==> config.mk <==
export PLATFORM = sky130hd
export DESIGN_NAME = id_ex_stage
export DESIGN_NICKNAME = d
export VERILOG_FILES = /design/src/rtl/id_ex_stage.sv
export SDC_FILE = /design/constraint.sdc
export NUM_CORES = 1
export LEC_CHECK = 0
export ABC_AREA = 1
export BUFFER_PORTS_ARGS = -buffer_cell sky130_fd_sc_hd__buf_2
export CAP_MARGIN = 40
export CORE_AREA = 2 2 130 132
export CTS_CLUSTER_DIAMETER = 60
export CTS_CLUSTER_SIZE = 28
export DETAILED_ROUTE_END_ITERATION = 16
export DIE_AREA = 0 0 132 134
export PLACE_DENSITY_LB_ADDON = 0.3
export SLEW_MARGIN = 20
export SYNTH_ARGS = -nofsm -noshare
export SYNTH_HDL_FRONTEND = slang
export SYNTH_SLANG_ARGS = --single-unit
==> constraint.sdc <==
create_clock -name clk -period 4.5 [get_ports clk]
set_input_delay 0.45 -clock clk [delete_from_list [all_inputs] [get_ports clk]]
set_output_delay 0.45 -clock clk [all_outputs]
set_load 0.01 [all_outputs]
==> src/rtl/id_ex_stage.sv <==
// id_ex_stage: decode-to-execute stage of the pipelined MIPS core.
// Drives register-file read addresses, bypasses a same-cycle writeback,
// detects load-use hazards against the instruction in EX, and captures the
// resolved operands into the ID/EX pipeline register.
module id_ex_stage #(
   parameter int CTRL_W = 16,
   parameter int CNT_W  = 16
) (
   input  logic              clk,
   input  logic              rst_n,
   input  logic              in_valid,
   input  logic [4:0]        in_rs,
   input  logic [4:0]        in_rt,
   input  logic [4:0]        in_wa,
   input  logic              in_uses_rt,
   input  logic              in_memread,
   input  logic              in_regwrite,
   input  logic [31:0]       in_imm,
   input  logic [CTRL_W-1:0] in_ctrl,
   output logic [4:0]        ra1,
   output logic [4:0]        ra2,
   input  logic [31:0]       rd1,
   input  logic [31:0]       rd2,
   input  logic              wb_en,
   input  logic [4:0]        wb_wa,
   input  logic [31:0]       wb_wd,
   input  logic              flush,
   input  logic              ext_hold,
   output logic              stall,
   output logic              out_valid,
   output logic              out_memread,
   output logic              out_regwrite,
   output logic [31:0]       out_a,
   output logic [31:0]       out_b,
   output logic [31:0]       out_imm,
   output logic [4:0]        out_rs,
   output logic [4:0]        out_rt,
   output logic [4:0]        out_wa,
   output logic [CTRL_W-1:0] out_ctrl,
   output logic [CNT_W-1:0]  hazard_cnt
);

   logic [31:0] a_byp;
   logic [31:0] b_byp;
   logic        lu;

   assign ra1 = in_rs;
   assign ra2 = in_rt;

   // A flush overrides everything else, so it never stalls the front end.
   assign stall = !flush && (ext_hold || lu);

   // Writeback bypass of the register file and load-use detection against EX
   always_comb begin
      a_byp = rd1;
      b_byp = rd2;
      if (wb_en && (wb_wa != 5'd0) && (wb_wa == in_rs))
         a_byp = wb_wd;
      if (wb_en && (wb_wa != 5'd0) && (wb_wa == in_rt))
         b_byp = wb_wd;
      lu = in_valid && out_valid && out_memread && out_regwrite &&
           (out_wa != 5'd0) &&
           ((out_wa == in_rs) || (in_uses_rt && (out_wa == in_rt)));
   end

   // ID/EX register: flush or load-use inserts a bubble, ext_hold freezes, else load
   always_ff @(posedge clk or negedge rst_n) begin
      if (!rst_n) begin
         out_valid    <= 1'b0;
         out_memread  <= 1'b0;
         out_regwrite <= 1'b0;
         out_a        <= '0;
         out_b        <= '0;
         out_imm      <= '0;
         out_rs       <= '0;
         out_rt       <= '0;
         out_wa       <= '0;
         out_ctrl     <= '0;
         hazard_cnt   <= '0;
      end else if (flush || (!ext_hold && lu)) begin
         out_valid    <= 1'b0;
         out_memread  <= 1'b0;
         out_regwrite <= 1'b0;
         out_a        <= '0;
         out_b        <= '0;
         out_imm      <= '0;
         out_rs       <= '0;
         out_rt       <= '0;
         out_wa       <= '0;
         out_ctrl     <= '0;
         if (!flush && (hazard_cnt != {CNT_W{1'b1}}))
            hazard_cnt <= hazard_cnt + CNT_W'(1);
      end else if (!ext_hold) begin
         out_valid    <= in_valid;
         out_memread  <= in_valid & in_memread;
         out_regwrite <= in_valid & in_regwrite;
         out_a        <= a_byp;
         out_b        <= b_byp;
         out_imm      <= in_imm;
         out_rs       <= in_rs;
         out_rt       <= in_rt;
         out_wa       <= in_wa;
         out_ctrl     <= in_ctrl;
      end
   end

endmodule
==> flow_summary.ini <==
[critical_path]
ff2ff_path_depth = 11
reg2reg_to = out_b[11]
critical_path.max_fanout = 5
cp-startpoint = out_wa[0]
crit_end = stall
start_kind = register
cp.arrival_ps = 1870
end_kind = primary output
rr_startpoint = out_wa[0]
worstSetupPathType = reg -> out
crit_required_ps = 4050
r2r_slack_ps = 2420

[yosys]
synth_most_common_cell = nand2_1
synth_nets = 1169
syn_avg_cell_area_um2 = 7.56
synthCells = 995
postSynth.asyncResetShare_pct = 100
synth_top_cell_by_area = dfrtp_1
synth_top_area_share_pct = 48.6
syn_area_mm2 = 0.00752
synth.area.top_cells = dfrtp_1 49%, nand2_1 23%, nand3_1 9.7%
synth_cell_type_count = 25
synth_edf_count = 0
yosys_warnings = 0
ys.flop_type = dfrtp_1
ys_top_cells_by_count = 460 x nand2_1, 146 x dfrtp_1, 146 x nand3_1
synth-seq-area-share_pct = 48.6
ys_seq_elements = 146

[timing]
slew_violations = 0
rsz0062_at_grt = false
fin_setup_tns_ps = 0
fin_ws_ps = 2180
period_minus_slack_ps = 2320
period_share_pct = 51.5
skew_ps = 9.29
hold_viol = 0
relSlewSlack_pct = 43.7
setup_viol = 0
fmax_ghz = 0.431
worstMarginPinSlew_ps = 843

[cts]
cts_resized = 0
clkTransAtPathRegs_ps = 60
clk_latency_ps = 420
cts_setup_buffers = 0
cts_buffers = 17
cts_sinks = 146
htreeDepth = 4
cts-root-buf = clkbuf_16
tritoncts = done
clockBufferDepth = 2
holdBufCountCts = 0

[global_route]
grt_overflow_total = 0
grt_usage_pct = 27.1
grt_max_degree = 80
grt_pass1_wl_mm = 38.0
antenna_found_initial = 1
first_global_vias = 7157

[die]
die_h_um = 134
start_util_pct = 46.2
placementRows = 47
io_pins = 330
coreArea_mm2 = 0.0163
dieArea_mm2 = 0.0177
die_w_um = 132

[place]
dpl.hpwl_mm = 16.6
pre_cts_slack_ps = 1810
port_buffers = 329
place_congestion = 0.871

[run_status]
status = finished clean

[route]
drc = 0
via_count = 7738
viasPerCell = 5.10
ant_nets = 0
post_drt_wl_per_cell_um = 15.8
wl_mm = 24.0
dr.pass1.iters = 5
drtIter0Drc = 482

[power_and_ir_drop]
vdd_drop_max_v = 0.000249
p_leak_nw = 5.60
power_density_mw_per_mm2 = 374

[run]
maxCapViolCount = 0

[layout]
syn2layout_area_growth_pct = 30.1
drive_gt1_share_pct = 30.5
nNetsFinal = 1459

[hold_path]
hold_path_class = in -> async
==> worst min path at each step <==
stage | to
floorplan | hazard_cnt[0]
global placement | out_b[6]
detailed placement | out_b[23]
CTS | out_b[15]
global route | out_ctrl[0]
finish | out_ctrl[4]
==> logic make-up (layout without fill, tap and decap cells) <==
group | after synthesis | count (layout) | synth area share, %
AOI/OAI and AO/OA | 66 | 66 | 4.56
xor gates and xnor gates | 17 | 17 | 1.98
adders and majority gates | 1 | 1 | 0.166
buffers and inverters | 102 | 404 | 7.10
DFF | 146 | 146 | 48.6
other | 0 | 1 | 0
and+or+nand+nor | 663 | 663 | 37.6
==> sequential cells by signal (all words and copies together), names as in the netlist <==
signal,flops
out_rs,5
out_rt,5
out_ctrl,16
out_regwrite,1
hazard_cnt,16
out_valid,1
out_imm,32
out_memread,1
out_a,32
out_b,32
out_wa,5
==> where the power goes <==
part	switching [mW]	total, mW	internal [mW]
registers	0.0735	1.49	1.42
clock network	0.543	1.57	1.03
logic	0.378	0.603	0.226
total	0.994	3.66	2.67
==> routing by layer <==
layer / global-route usage, % / up-vias / share of wire (%)
met5: 0 / - / 0
li1: - / 3752 / -
met3: 5.97 / 60 / 7.8
met1: 36.4 / 3573 / 42
met4: 11.2 / 0 / 3.1
met2: 42.9 / 353 / 47
==> cells in the final DEF, fill, tap and decap left out, drive strengths merged <==
cell / count
nor3: 9
diode: 1
dfrtp: 146
o21ai: 60
o22ai: 5
nor2: 26
xnor2: 7
o21bai: 1
bufinv: 5
nand3: 153
ha: 1
xor2: 10
clkinv: 4
inv: 34
buf: 339
nand2: 469
nand4: 6
clkbuf: 22
==> per-stage QoR <==
step | hold WS (ps) | cell area (µm²) | utilization [%] | power (mW) | cells
final | 63.6 | 9780 | 60.1 | 3.66 | 1518
after global routing | 120 | 9780 | 60.1 | 3.82 | 1517
after CTS | 98.7 | 9780 | 60.1 | 3.69 | 1517
after detailed placement | 460 | 9130 | 56.0 | 2.12 | 1486
after global placement | 458 | 9110 | 55.9 | 2.11 | 1485
after floorplan | 154 | 7520 | - | 1.82 | 995
==> layout make-up <==
cell class,count,area [µm²]
diodes,1,2.50
clock buffers,22,474
well taps,220,275
inverters,34,128
repair buffers,339,1740
flip-flops and latches,146,3650
clock inverters,9,178
multi-input cells,747,3330
fillers,1533,6500
==> worst max-delay path, cell delays in order (launching register included) <==
cell and delay, ps:
dfrtp_1 390, inv_1 120, nand2_1 80, nand2_1 50, nor2_1 120, nand3_1 90, nand2_2 110, nand2_4 80
o21ai_0 230, buf_2 180
Power figures use the tool's default switching activity.
